===== config.mk =====
export PLATFORM = sky130hd
export DESIGN_NAME = fetch_stage
export DESIGN_NICKNAME = d
export VERILOG_FILES = /design/src/rtl/fetch_stage_pkg.sv /design/src/rtl/fetch_stage_fd_pipe_reg.sv /design/src/rtl/fetch_stage.sv
export SDC_FILE = /design/constraint.sdc
export NUM_CORES = 1
export LEC_CHECK = 0
export ABC_AREA = 1
export CORE_ASPECT_RATIO = 0.75
export CORE_MARGIN = 4
export CORE_UTILIZATION = 40
export CTS_CLUSTER_SIZE = 24
export DETAILED_ROUTE_END_ITERATION = 10
export PLACE_DENSITY = 0.77
export SETUP_SLACK_MARGIN = 0.5
export SYNTH_ARGS = -nofsm -noshare
export SYNTH_HDL_FRONTEND = slang
export SYNTH_SLANG_ARGS = --single-unit

===== constraint.sdc =====
create_clock -name clk -period 1.2 [get_ports clk]
set_input_delay 0.12 -clock clk [delete_from_list [all_inputs] [get_ports clk]]
set_output_delay 0.12 -clock clk [all_outputs]
set_load 0.1 [all_outputs]

===== src/rtl/fetch_stage_pkg.sv =====
// rtl/fetch_stage_pkg.sv - shared fetch-stage constants and exception codes
package fetch_stage_pkg;

    localparam logic [31:0] RESET_PC  = 32'h0000_3000;
    localparam logic [31:0] IM_BASE   = 32'h0000_3000;
    localparam logic [31:0] IM_BYTES  = 32'd16384;
    localparam logic [31:0] EXC_PC    = 32'h0000_4180;
    localparam logic [31:0] NOP       = 32'h0000_0000;

    // ExcCode reported to CP0 for an instruction-fetch address error
    localparam logic [4:0]  EXC_ADEL  = 5'd4;

endpackage


===== src/rtl/fetch_stage_fd_pipe_reg.sv =====
// rtl/fetch_stage_fd_pipe_reg.sv - F/D pipeline register with enable and clear
import fetch_stage_pkg::*;

module fd_pipe_reg (
    input  logic        clk,
    input  logic        clr,
    input  logic        en,
    input  logic [31:0] fetch_pc,
    input  logic [31:0] fetch_instr,
    input  logic        fetch_bd,
    input  logic        fetch_adel,
    output logic [31:0] d_pc,
    output logic [31:0] d_instr,
    output logic        d_valid,
    output logic        d_bd,
    output logic        d_exc_adel
);

    // Clear inserts a bubble (NOP, not valid); enable captures the fetched word
    always_ff @(posedge clk) begin
        if (clr) begin
            d_pc       <= 32'h0;
            d_instr    <= NOP;
            d_valid    <= 1'b0;
            d_bd       <= 1'b0;
            d_exc_adel <= 1'b0;
        end else if (en) begin
            d_pc       <= fetch_pc;
            d_instr    <= fetch_instr;
            d_valid    <= 1'b1;
            d_bd       <= fetch_bd;
            d_exc_adel <= fetch_adel;
        end
    end

endmodule


===== src/rtl/fetch_stage.sv =====
// rtl/fetch_stage.sv - MIPS fetch stage: PC register, AdEL check, F/D register
import fetch_stage_pkg::*;

module fetch_stage #(
    parameter logic [31:0] RESET_PC_P = RESET_PC,
    parameter logic [31:0] IM_BASE_P  = IM_BASE,
    parameter logic [31:0] IM_BYTES_P = IM_BYTES,
    parameter logic [31:0] EXC_PC_P   = EXC_PC
) (
    input  logic        clk,
    input  logic        reset,
    input  logic        stall,
    input  logic        flush,
    input  logic [31:0] next_pc,
    input  logic [31:0] im_rdata,
    input  logic        d_is_ctrl,
    output logic [31:0] f_pc,
    output logic [31:0] d_pc,
    output logic [31:0] d_instr,
    output logic        d_valid,
    output logic        d_bd,
    output logic        d_exc_adel
);

    // Window end in 33 bits so a window touching the top of memory cannot wrap
    localparam logic [32:0] IM_LIMIT = {1'b0, IM_BASE_P} + {1'b0, IM_BYTES_P};

    logic        adel;
    logic [31:0] fetch_instr;

    // Address error on misalignment or any fetch outside the instruction window
    always_comb begin
        adel = (f_pc[1:0] != 2'b00)
            || (f_pc < IM_BASE_P)
            || ({1'b0, f_pc} >= IM_LIMIT);
        fetch_instr = adel ? NOP : im_rdata;
    end

    // PC register: reset > flush > stall > load next_pc unmodified
    always_ff @(posedge clk) begin
        if (reset) begin
            f_pc <= RESET_PC_P;
        end else if (flush) begin
            f_pc <= EXC_PC_P;
        end else if (!stall) begin
            f_pc <= next_pc;
        end
    end

    fd_pipe_reg u_fd (
        .clk         (clk),
        .clr         (reset | flush),
        .en          (~stall),
        .fetch_pc    (f_pc),
        .fetch_instr (fetch_instr),
        .fetch_bd    (d_is_ctrl),
        .fetch_adel  (adel),
        .d_pc        (d_pc),
        .d_instr     (d_instr),
        .d_valid     (d_valid),
        .d_bd        (d_bd),
        .d_exc_adel  (d_exc_adel)
    );

endmodule


==> results of run 1 <==
==> per-layer routing <==
metal,GRT usage,GRT overflow
met2,0.894,43
met1,0.702,0
met3,0.480,0
met5,0.110,0
met4,0.748,39
==> repair_timing <==
action,4_1_cts
setup buffers,13
gates resized for setup,127
pin swaps,8
endpoints found under the setup margin,198
cloned,3
==> synthesized netlist by cell type <==
cell type	number	area share
sky130_fd_sc_hd__a211oi_1	1	0.0021
sky130_fd_sc_hd__clkbuf_1	1	0.0011
sky130_fd_sc_hd__o21ai_0	1	0.0014
sky130_fd_sc_hd__nand3_1	2	0.0028
sky130_fd_sc_hd__dfxtp_1	99	0.56
sky130_fd_sc_hd__buf_2	23	0.033
sky130_fd_sc_hd__a21oi_1	65	0.092
sky130_fd_sc_hd__mux2i_1	32	0.091
sky130_fd_sc_hd__nor2_1	47	0.050
sky130_fd_sc_hd__nand2_2	1	0.0018
sky130_fd_sc_hd__o21bai_2	1	0.0032
sky130_fd_sc_hd__nor3_1	2	0.0028
sky130_fd_sc_hd__a221o_1	2	0.0057
sky130_fd_sc_hd__inv_1	2	0.0021
sky130_fd_sc_hd__buf_6	3	0.0096
sky130_fd_sc_hd__clkinv_1	1	0.0011
sky130_fd_sc_hd__nand2_1	128	0.14
==> through the flow <==
stage	instances	setup WS (ns)	hold WS, ns	TNS, ns	util
floorplan	411	-0.0961	0.179	-2.88	-
global placement	692	-0.137	0.472	-6.03	0.789
detailed placement	692	-0.244	0.481	-9.53	0.789
CTS	724	-0.119	0.114	-3.05	0.885
==> cells by family after synthesis <==
logic type      Yosys count  share of synthesized area
simple gates            180                      0.194
flops                    99                      0.563
compound gates           70                      0.105
mux                      32                     0.0910
buf+inv                  30                     0.0466
==> key figures, run 1 <==
Synth
  – Synthesized instance count: 411
  – Mean Syn Cell Area: 8.56 sq um
  – Sequential element share of the synthesized area: 0.563
  – Combined area of all synthesized cells: about 3500 sq um
  – Distinct cell type count after synthesis: 17
  – Syn_nets: 480
  – Yosys warning total: 0
  – Count of state elements after synthesis: 99

Die
  – Row count: 29
  – I/O pin total: 168
  – Initial Utilization: 0.413
  – Die H: 89.2 um
  – Die Span X: 116 um

CTS
  – Total CTS buffers: 9
  – Hold Buf Count CTS: 0
  – Worst-case clock buffer depth: 2
  – Clock root cell: sky130_fd_sc_hd__clkbuf_16
  – H-tree depth reported by CTS: 3
  – TritonCTS sink count: 99

Global route
  – Total gr overflow: between 80 and 90
  – Largest net degree at the start of global routing: 33
  – Antenna violations before repair: 1
  – Total GRT Usage: 0.696

Placement
  – Global placer's final weighted congestion: 0.820
  – Number of port buffers: 167
  – Dpl cell area: 6730 sq um
  – Post-DP HPWL: 8660 um

Timing
  – Worst-path endpoint category: register input
  – Last reported worst endpoint of the global-route repair pass: u_fd.d_instr[0]$_SDFFE_PP0N_/D

Status
  – Run status: aborted with a tool error
  – Step where the flow halted: 5_1_grt
  – Tool error message: [ERROR GRT-0232] Routing congestion too high. Check the congestion heatmap in the GUI.
==> inputs of run 2 (changes only) <==
--- a/config.mk
+++ b/config.mk
@@ -6,13 +6,10 @@
 export NUM_CORES = 1
 export LEC_CHECK = 0
 export ABC_AREA = 1
-export CORE_ASPECT_RATIO = 0.75
 export CORE_MARGIN = 4
-export CORE_UTILIZATION = 40
-export CTS_CLUSTER_SIZE = 24
+export CORE_UTILIZATION = 30
 export DETAILED_ROUTE_END_ITERATION = 10
-export PLACE_DENSITY = 0.77
-export SETUP_SLACK_MARGIN = 0.5
+export PLACE_DENSITY_LB_ADDON = 0.15
 export SYNTH_ARGS = -nofsm -noshare
 export SYNTH_HDL_FRONTEND = slang
 export SYNTH_SLANG_ARGS = --single-unit
==> run 2 against run 1 <==
Effect of this change: the flow now finishes, with violations (setup timing); synthesized cell count is the same; synthesized area is the same.
==> key figures, run 2 <==
Status
  – Run status: complete, but fails checks
  – Violations in the final reports: setup timing

Synth
  – Count leader, synth: sky130_fd_sc_hd__nand2_1
  – Syn_nets: 480 (unchanged)
  – Proportion of synthesized flip-flops having asynchronous set or reset: 0 (unchanged)
  – Ranking of synthesized cells by area: sky130_fd_sc_hd__dfxtp_1 (56%), sky130_fd_sc_hd__nand2_1 (14%), sky130_fd_sc_hd__a21oi_1 (9.2%), sky130_fd_sc_hd__mux2i_1 (9.1%), sky130_fd_sc_hd__nor2_1 (5.0%)
  – Sequential element share of the synthesized area: 0.563 (unchanged)
  – Top cell type by total area after synthesis: sky130_fd_sc_hd__dfxtp_1
  – Yosys warning total: 0 (unchanged)
  – Share of the synthesized area in the top cell type: 0.563 (unchanged)
  – Count of state elements after synthesis: 99 (unchanged)
  – Synthesized instance count: 411 (unchanged)
  – Mean Syn Cell Area: 8.56 sq um (unchanged)
  – Combined area of all synthesized cells: 3520 sq um (unchanged)
  – Distinct cell type count after synthesis: 17 (unchanged)
  – Top post-synthesis cells by count: sky130_fd_sc_hd__nand2_1 (128), sky130_fd_sc_hd__dfxtp_1 (99), sky130_fd_sc_hd__a21oi_1 (65)
  – Number of enable flip-flop cells after synthesis: 0 (unchanged)
  – Top FF cell, synth: sky130_fd_sc_hd__dfxtp_1

Final layout
  – Commonest cells after routing, fill and taps aside: sky130_fd_sc_hd__nand2_1 (127), sky130_fd_sc_hd__buf_12 (103), sky130_fd_sc_hd__clkdlybuf4s50_1 (67)
  – Commonest non-fill, non-tap cell in the layout: sky130_fd_sc_hd__nand2_1
  – Layout cell share with drive strength beyond 1: 0.433
  – Area grow syn2layout: 106%
  – Net count reported at finish: 671
  – Final antenna diode count: 0
  – Biggest regs: f_pc: 32 flops, u_fd.d_instr: 32 flops, u_fd.d_pc: 32 flops
  – Final instance area: 7240 sq um

CTS
  – Total CTS buffers: 9 (unchanged)
  – Worst-path clk slew: 0.07 ns
  – Clock root cell: sky130_fd_sc_hd__clkbuf_16
  – TritonCTS sink count: 99 (unchanged)
  – Hold Buf Count CTS: 0 (unchanged)
  – Clock network latency to the later pin of the worst-skew pair: about 0.34 ns
  – CTS tree: done
  – Worst-case clock buffer depth: 2 (unchanged)
  – H-tree depth reported by CTS: 3 (unchanged)

Global route
  – Number of global-route vias before repair: 3,529
  – Met3 GRT Util: 0.0865
  – Met1 Track Usage GR: 0.200
  – Total gr overflow: 0
  – Global-route track usage on met2: 0.260
  – Most utilized layer in the global route result: met2
  – Total GRT Usage: 0.168
  – Antenna violations before repair: 0
  – Largest net degree at the start of global routing: 33
  – First-pass GRT wire length: 17,700 um

Worst setup path
  – Max FO, Critical Path: 8
  – Cell-by-cell listing of the critical path: nor2_2, nand2_1, nor2_2, nand2_1, o21bai_2, nand2_4, clkbuf_16, nor2_1
  – Max stage delay on crit path: 0.34 ns
  – Setup slack on the worst flop-to-flop path: -0.16 ns
  – Critical path startpoint category: register
  – Crit path capture type: register
  – Worst Path Arrival: ~1.6 ns
  – Crit path max-delay cell type: sky130_fd_sc_hd__dfxtp_4
  – Data required time at the worst endpoint: 1.47 ns
  – Critical path type: reg2reg

Min path
  – Type of the most critical hold path: in2reg

Routing
  – Detailed-routing iteration count for the pre-antenna-repair pass: 4
  – Overall routed net length: 11,300 um
  – Routed length per placed instance: 15.1 um
  – Number of design-rule violations left by the first detailed-router iteration: between 100 and 150
  – Total DRC errors in the routed layout: 0
  – Count of nets left with antenna violations after detail routing: 0
  – Vias/cell: 4.49
  – Number of vias after detailed routing: roughly 3,400

Timing
  – Least-Margin Pin Slew: 0.308 ns
  – Number of endpoints failing setup at the final stage: 32
  – Unrepaired setup endpoints after global routing: true
  – Final-report max-slew violation count: 0
  – Slack of the critical path: -0.162 ns
  – Share of the clock period used by the worst path: 1.14
  – Relative slew slack: 0.789
  – Fin Hold WS: 0.241 ns
  – Max frequency: 734 MHz
  – Time the final worst path needs with I/O delays and setup: 1.36 ns
  – Clock skew: 0.00853 ns
  – Final Hold Violating Endpoints: 0

Placement
  – Dpl cell area: 6670 sq um (-0.93%)
  – Post-DP HPWL: 8060 um (-6.9%)
  – Global placer's final weighted congestion: 0.742 (-9.6%)
  – Number of port buffers: 167 (unchanged)
  – Setup Slack @ Placement: -0.185 ns (+0.0591 ns)

Die
  – Die H: 116 um (+30%)
  – I/O pin total: 168 (unchanged)
  – Initial Utilization: 0.307 (-0.106)
  – Die Span X: 116 um (unchanged)
  – Total die area: 13,500 sq um
  – Core footprint: about 11,000 sq um
  – Row count: 39 (+34%)

Run
  – Number of violations of the max-capacitance limit: 0

Power and ir drop
  – Leakage power figure: 0.00283 uW
  – Maximum VDD drop: 0.716 mV
  – Total power per unit cell area: 1110 nW/um^2
[run 2: final cells by class]
type	instances	area, sq um
Fill cell	944	4230
Timing Repair Buffer	207	3070
Sequential cell	99	2120
Multi-Input combinational cell	282	1560
Clock buffer	15	298
Tap cell	143	179
Inverter	3	11.3
Clock inverter	1	5.00
[run 2: power breakdown]
group / internal (uW) / leakage (uW) / switching (uW)
combinational: 747 / 0.00184 / 1040
sequential: 3350 / 0.000842 / 86.7
clock: 1690 / 0.000152 / 1160
total: 5780 / 0.00283 / 2290
[run 2: path summary, 6_finish.rpt]
kind	start	end	cells past startpoint
max reg2reg	f_pc[16]	u_fd.d_instr[14]	8
min	stall	f_pc[28]	4
max	f_pc[16]	u_fd.d_instr[14]	8
min reg2reg	u_fd.d_pc[31]	u_fd.d_pc[31]	2
[run 2: metrics by stage]
stage	TNS [ns]	utilization	power (uW)	std cells
finish	-4.68	0.631	8070	750
global route	-7.81	0.631	8390	750
CTS	-5.74	0.623	8150	751
detailed placement	-10.04	0.581	5190	730
global placement	-9.14	0.581	5180	730
floorplan	-2.93	-	4420	411
[run 2: logic make-up (layout without fill, tap and decap cells)]
group                  Yosys count  count (layout)  synth area share
AOI/OAI and AO/OA               70              70             0.105
DFF                             99              99             0.563
muxes                           32              32            0.0910
and+or+nand+nor                180             180             0.194
buffers and inverters           30             226            0.0466
[run 2: timing repair]
action / in CTS / in global routing
gates resized for setup: 31 / 26
endpoints found under the setup margin: 32 / 33
cloned: 2 / 1
pin swaps: 5 / 6
buffers inserted: 3 / 0
[run 2: routing by layer]
metal  up-vias  wire length, um  part of all wire
li1       1719                -                 -
met1      1521             4690              0.41
met2       120             5180              0.46
met3         9             1310              0.12
met4         0              149             0.013
met5         -                0                 0
[run 2: worst max-delay path, delay by kind of cell, from the launching register on]
family | cells | cell delay, ns
AO/OA/AOI/OAI | 1 | 0.20
buffers and inverters | 1 | 0.20
flip-flops | 1 | 0.34
AND/OR/NAND/NOR | 6 | 0.56
No activity file was read; power rests on OpenSTA's default activity.
